$ cat config.mk
export PLATFORM = sky130hd
export DESIGN_NAME = pulse_stretch_driver_flat
export DESIGN_NICKNAME = d
export VERILOG_FILES = /design/src/rtl/pulse_drv_pkg.sv /design/src/rtl/pulse_stretch_driver_if.sv /design/src/rtl/pulse_stretch_driver_cycle_timer.sv /design/src/rtl/pulse_stretch_driver.sv /design/src/flat_wrapper.sv
export SDC_FILE = /design/constraint.sdc
export NUM_CORES = 1
export LEC_CHECK = 0
export BUFFER_PORTS_ARGS = -buffer_cell sky130_fd_sc_hd__buf_2
export CORE_MARGIN = 2
export CORE_UTILIZATION = 45
export DETAILED_ROUTE_END_ITERATION = 7
export PLACE_DENSITY_LB_ADDON = 0.1
export SYNTH_ARGS = -nofsm -noshare
export SYNTH_HDL_FRONTEND = slang
export SYNTH_SLANG_ARGS = --single-unit
export TNS_END_PERCENT = 100
$ cat constraint.sdc
create_clock -name clk -period 2.07 [get_ports clk]
set_input_delay 0.414 -clock clk [delete_from_list [all_inputs] [get_ports clk]]
set_output_delay 0.414 -clock clk [all_outputs]
set_load 0.05 [all_outputs]
$ cat src/rtl/pulse_drv_pkg.sv
// Shared state encodings for the pulse stretch driver.
package pulse_drv_pkg;

    localparam logic [1:0] ST_IDLE = 2'd0;
    localparam logic [1:0] ST_ON   = 2'd1;
    localparam logic [1:0] ST_GAP  = 2'd2;

    typedef enum logic [1:0] {
        S_IDLE = ST_IDLE,
        S_ON   = ST_ON,
        S_GAP  = ST_GAP
    } drv_state_t;

endpackage

$ cat src/rtl/pulse_stretch_driver_if.sv
// Event request side and stretched-output side of the pulse stretch driver.
interface pulse_stretch_driver_if #(
    parameter int PEND_W = 3
);
    logic              pulse_in;
    logic              clear;
    logic              pulse_out;
    logic              busy;
    logic [PEND_W-1:0] pending_cnt;
    logic              overflow;

    modport master (
        output pulse_in, clear,
        input  pulse_out, busy, pending_cnt, overflow
    );

    modport slave (
        input  pulse_in, clear,
        output pulse_out, busy, pending_cnt, overflow
    );
endinterface

$ cat src/rtl/pulse_stretch_driver_cycle_timer.sv
// Up-counting phase timer; clr returns it to zero, it holds at the terminal value.
module cycle_timer #(
    parameter int CNT_W = 20
) (
    input  logic             clk,
    input  logic             rst_n,
    input  logic             clr,
    input  logic [CNT_W-1:0] term,
    output logic             tc
);
    logic [CNT_W-1:0] count;

    assign tc = (count == term);

    always_ff @(posedge clk or negedge rst_n) begin
        if (!rst_n) begin
            count <= '0;
        end else if (clr) begin
            count <= '0;
        end else if (!tc) begin
            count <= count + CNT_W'(1);
        end
    end
endmodule

$ cat src/rtl/pulse_stretch_driver.sv
// Turns one-cycle events into ON_CYCLES-wide output pulses separated by at least
// OFF_CYCLES low, queueing events that arrive while a pulse is in progress.
//   state  | meaning
//   S_IDLE | output low, nothing pending
//   S_ON   | output high for ON_CYCLES
//   S_GAP  | output low for OFF_CYCLES, then replay or go idle
module pulse_stretch_driver
    import pulse_drv_pkg::*;
#(
    parameter int ON_CYCLES   = 100,
    parameter int OFF_CYCLES  = 100,
    parameter int MAX_PENDING = 7,
    parameter int CNT_W       = 20,
    parameter int PEND_W      = 3
) (
    input  logic                   clk,
    input  logic                   reset,
    pulse_stretch_driver_if.slave  bus
);
    localparam logic [CNT_W-1:0]  ON_TERM  = CNT_W'(ON_CYCLES - 1);
    localparam logic [CNT_W-1:0]  OFF_TERM = CNT_W'(OFF_CYCLES - 1);
    localparam logic [PEND_W-1:0] PEND_MAX = PEND_W'(MAX_PENDING);

    drv_state_t       state;
    logic             pulse_in_q;
    logic             event_det;
    logic             tc;
    logic             timer_clr;
    logic             replay;
    logic [CNT_W-1:0] term;

    assign event_det = bus.pulse_in & ~pulse_in_q;
    assign term      = (state == S_ON) ? ON_TERM : OFF_TERM;
    assign timer_clr = bus.clear || tc || (state == S_IDLE);
    // An event landing on the last gap cycle starts the next pulse directly,
    // so it never sits in the queue (and never gets stranded when going idle).
    assign replay    = (state == S_GAP) && tc && ((bus.pending_cnt != '0) || event_det);

    cycle_timer #(.CNT_W(CNT_W)) u_timer (
        .clk   (clk),
        .rst_n (reset),
        .clr   (timer_clr),
        .term  (term),
        .tc    (tc)
    );

    always_ff @(posedge clk or negedge reset) begin
        if (!reset) begin
            state           <= S_IDLE;
            pulse_in_q      <= 1'b0;
            bus.pulse_out   <= 1'b0;
            bus.busy        <= 1'b0;
            bus.pending_cnt <= '0;
            bus.overflow    <= 1'b0;
        end else begin
            pulse_in_q   <= bus.pulse_in;
            bus.overflow <= 1'b0;
            if (bus.clear) begin
                state           <= S_IDLE;
                bus.pulse_out   <= 1'b0;
                bus.busy        <= 1'b0;
                bus.pending_cnt <= '0;
            end else begin
                case (state)
                    S_IDLE: if (event_det) begin
                        state         <= S_ON;
                        bus.pulse_out <= 1'b1;
                        bus.busy      <= 1'b1;
                    end
                    S_ON: if (tc) begin
                        state         <= S_GAP;
                        bus.pulse_out <= 1'b0;
                    end
                    S_GAP: if (tc) begin
                        if (replay) begin
                            state         <= S_ON;
                            bus.pulse_out <= 1'b1;
                        end else begin
                            state    <= S_IDLE;
                            bus.busy <= 1'b0;
                        end
                    end
                    default: begin
                        state         <= S_IDLE;
                        bus.pulse_out <= 1'b0;
                        bus.busy      <= 1'b0;
                    end
                endcase

                if (state != S_IDLE) begin
                    if (replay && !event_det) begin
                        bus.pending_cnt <= bus.pending_cnt - PEND_W'(1);
                    end else if (event_det && !replay) begin
                        if (bus.pending_cnt == PEND_MAX) begin
                            bus.overflow <= 1'b1;
                        end else begin
                            bus.pending_cnt <= bus.pending_cnt + PEND_W'(1);
                        end
                    end
                end
            end
        end
    end
endmodule

$ cat src/flat_wrapper.sv
// flat-port wrapper written by rule: the top's interface ports become plain ports
module pulse_stretch_driver_flat import pulse_drv_pkg::*;
#(
    parameter int ON_CYCLES   = 100,
    parameter int OFF_CYCLES  = 100,
    parameter int MAX_PENDING = 7,
    parameter int CNT_W       = 20,
    parameter int PEND_W      = 3
)
  (clk, reset, bus_pulse_in, bus_clear, bus_pulse_out, bus_busy, bus_pending_cnt, bus_overflow);
  pulse_stretch_driver_if #(.PEND_W(PEND_W)) bus_i ();
  input  logic clk;
  input  logic reset;
  input wire logic [$bits(bus_i.pulse_in)-1:0] bus_pulse_in;
  input wire logic [$bits(bus_i.clear)-1:0] bus_clear;
  output wire logic [$bits(bus_i.pulse_out)-1:0] bus_pulse_out;
  output wire logic [$bits(bus_i.busy)-1:0] bus_busy;
  output wire logic [$bits(bus_i.pending_cnt)-1:0] bus_pending_cnt;
  output wire logic [$bits(bus_i.overflow)-1:0] bus_overflow;
  assign bus_i.pulse_in = bus_pulse_in;
  assign bus_i.clear = bus_clear;
  assign bus_pulse_out = bus_i.pulse_out;
  assign bus_busy = bus_i.busy;
  assign bus_pending_cnt = bus_i.pending_cnt;
  assign bus_overflow = bus_i.overflow;
  pulse_stretch_driver #(.ON_CYCLES(ON_CYCLES), .OFF_CYCLES(OFF_CYCLES), .MAX_PENDING(MAX_PENDING), .CNT_W(CNT_W), .PEND_W(PEND_W)) u_core (.clk(clk), .reset(reset), .bus(bus_i));
endmodule
==> flow_summary.yaml <==
outcome:
  status: "finished, violations left"
  violations: "negative setup slack"
synth:
  seq_area_frac_synth_pct: 48.7
  ys_ff_latch: 29
  yosys.area.top_type: "dfrtp_1"
  syn_area_per_cell_um2: 9.61
  yosysMostFrequentCell: "dfrtp_1"
  synth.distinct_cells: 35
  synthFlopType: "dfrtp_1"
  yosys-top-cells-area: "dfrtp_1 49%, nor2_1 6.8%, xor2_1 6.5%"
  syn_area_mm2: 0.00149
  synth_xor_area_share_pct: 11.2
  synth_common_cells: "29 x dfrtp_1, 27 x nor2_1, 14 x nand3_1"
  post-synth-top-area-fraction_pct: 48.7
  synth-edff-count: 0
  synth_top_family_by_area: "simple AND/OR/NAND/NOR gates"
  syn_nets: 161
  synth_compound_area_share_pct: 7.73
  synthSimpleGateAreaFrac_pct: 27.1
  async_flop_share_pct: 100
  syn_inst: 155
  ys_warn_count: 0
  synthMuxAreaShare_pct: 1.68
  synth_adder_area_share_pct: 1.68
route:
  detail-route-antenna-nets: 0
  dr.first_iter.drc_count: 116
  wl_per_cell_um: 13.9
  first_pass_iters: 4
  num_vias: 1290
  wirelength_mm: 3.47
  viasPerCell: 5.16
  drc: 0
worst_setup_path:
  end_kind: "register"
  start_kind: "register"
  critPathKind: "reg2reg"
  cp_top_family: "simple AND/OR/NAND/NOR gates"
  slowest_delay_ns: 0.55
  cp.buffers_inverters: 0
  slowest_stage: "or4_4"
  critical_path_arrival_ns: 2.51
  cp_cell_sequence: "or4_4 -> nor3_4 -> nand3_4 -> xnor2_2 -> ha_4 -> nor2_2 -> mux2_4 -> a31o_1"
  path_max_fanout: 2
  crit_required_ns: 2.28
  reg2reg_slack_ns: -0.23
floorplan:
  rows: 20
  die_area_mm2: 0.00378
  die_y_um: 61.5
  floorplan.core_area_mm2: 0.00310
  die_x_um: 61.5
  initial_core_util_pct: 48.0
  io_pins: 10
placement:
  hpwl_mm: 2.40
  placement.io_buffers: 9
  dpl-instance-area_mm2: 0.00182
  place_congestion: 0.760
layout:
  regArea_um2: 726
  fillCellCount: 273
  drive_above_1_share_pct: 33.0
  nets: 211
  syn_to_final_growth_pct: 35.4
  design_area_mm2: 0.00202
  fin_util_pct: 65.0
  n_antenna_cell: 0
  multi_input_area_um2: 807
power_and_ir_drop:
  ir_drop_uv: 263
  p_per_area_mw_per_mm2: 497
  leakagePower_nw: 0.912
timing:
  hold_viol: 0
  skew_ns: 0.0101
  setup_ws_ns: -0.225
  slew_headroom_pct: 58.1
  clock.fmax_mhz: 436
  setup_viol: 4
  min_period_over_period_pct: 111
  rsz0062_at_grt: "true"
  drv_slew: 0
  post-route-min-period_ns: 2.30
  tightest_slew_ns: 0.628
run:
  maxCapViolations: 0
clock_network:
  root_buffer: "clkbuf_4"
  cts.htree.levels: 2
  cts_tree: "yes"
  cts.clk_slew.worst_paths_ns: 0.09
  clock_path_buffers: 2
  cts_buffers: 5
  worstSkewPairLatency_ns: 0.33
  clock-sinks: 29
global_routing:
  antenna_found_initial: 0
  gr-usage-all-layers_pct: 20.7
  grt_pass1_wl_mm: 5.60
  grt_max_degree: 30
  grt_overflow_total: 0
  grt_pass1_vias: 1213
worst_hold_path:
  hp-class: "in2async"
## power by group
group	internal [W]	leakage, nW	switching [W]
clock network	0.000135	0.0265	0.000187
registers	0.000574	0.399	0.00000654
logic	0.0000352	0.486	0.0000639
## layer usage
layer | up-vias | routed length, µm | GRT usage [%]
met3 | 5 | 134 | 6.93
li1 | 641 | - | -
met5 | - | 0 | 0
met4 | 0 | 51 | 7.29
met1 | 625 | 1640 | 28.7
met2 | 19 | 1640 | 30.2
## placed cells by master (no fill, tap or decap), drive strengths merged, types with 2 or more instances in the layout
cell type / instances
inv: 3
or4: 6
and2: 2
nand4: 2
nand2b: 2
a21oi: 9
clkbuf: 9
nor4: 3
xnor2: 8
ha: 2
o21ai: 2
nand2: 10
dfrtp: 29
buf: 46
nor2: 27
nor3: 7
and3: 2
nand3: 15
o211ai: 2
xor2: 11
## path summary, 6_finish.rpt
| path | from | to | cells past startpoint |
|---|---|---|---|
| worst min-delay path | reset | u_core.bus.busy | 1 |
| max in group asynchronous | reset | u_core.bus.pending_cnt[0] | 1 |
| worst min register to register | u_core.u_timer.count[0] | u_core.u_timer.count[0] | 2 |
| worst max register to register | u_core.u_timer.count[17] | u_core.bus.pending_cnt[2] | 8 |
| min in group clk | bus_pulse_in | u_core.pulse_in_q | 2 |
| worst max-delay path | u_core.u_timer.count[17] | u_core.bus.pending_cnt[2] | 8 |
## final cells by class
| type | count | share of cell area, % |
|---|---|---|
| Sequential cell | 29 | 36.0 |
| Inverter | 3 | 0.559 |
| Tap cell | 44 | 2.73 |
| Timing Repair Buffer | 47 | 18.2 |
| Clock buffer | 8 | 2.42 |
| Multi-Input combinational cell | 119 | 40.0 |
## registers in the layout, summed over array words and instances, names as in the netlist
| signal | cells |
|---|---|
| u_core.u_timer.count | 20 |
| u_core.bus.pending_cnt | 3 |
| u_core.state | 2 |
| u_core.bus.busy | 1 |
| u_core.bus.overflow | 1 |
| u_core.bus.pulse_out | 1 |
| u_core.pulse_in_q | 1 |
## per-stage QoR
stage          TNS [ns]  std cells  hold WS (ns)  setup slack, ns  total power, W
5_1_grt          -0.813        250         0.141           -0.301         0.00106
4_1_cts          -0.235        243         0.115           -0.235         0.00101
2_1_floorplan    -0.214        155         0.118           -0.214        0.000644
6_report         -0.272        250        0.0918           -0.225         0.00100
3_3_place_gp     -0.141        235         0.474           -0.141        0.000680
3_5_place_dp     -0.197        235         0.478           -0.197        0.000682
## timing repair
item	4_1_cts	5_1_grt
hold buffers	0	0
resized for setup	0	18
setup endpoints to repair	1	5
pin swaps	0	4
gates cloned	0	1
buffers inserted	0	7
## kinds of logic (layout without fill, tap and decap cells)
| logic type | count (synthesis) | count (layout) |
|---|---|---|
| compound gates | 17 | 17 |
| mux | 2 | 2 |
| simple gates | 79 | 79 |
| fa+ha+maj | 2 | 2 |
| xor+xnor | 19 | 19 |
| flops | 29 | 29 |
| buf+inv | 7 | 58 |
Note: power is estimated with default switching activity, not from simulation.
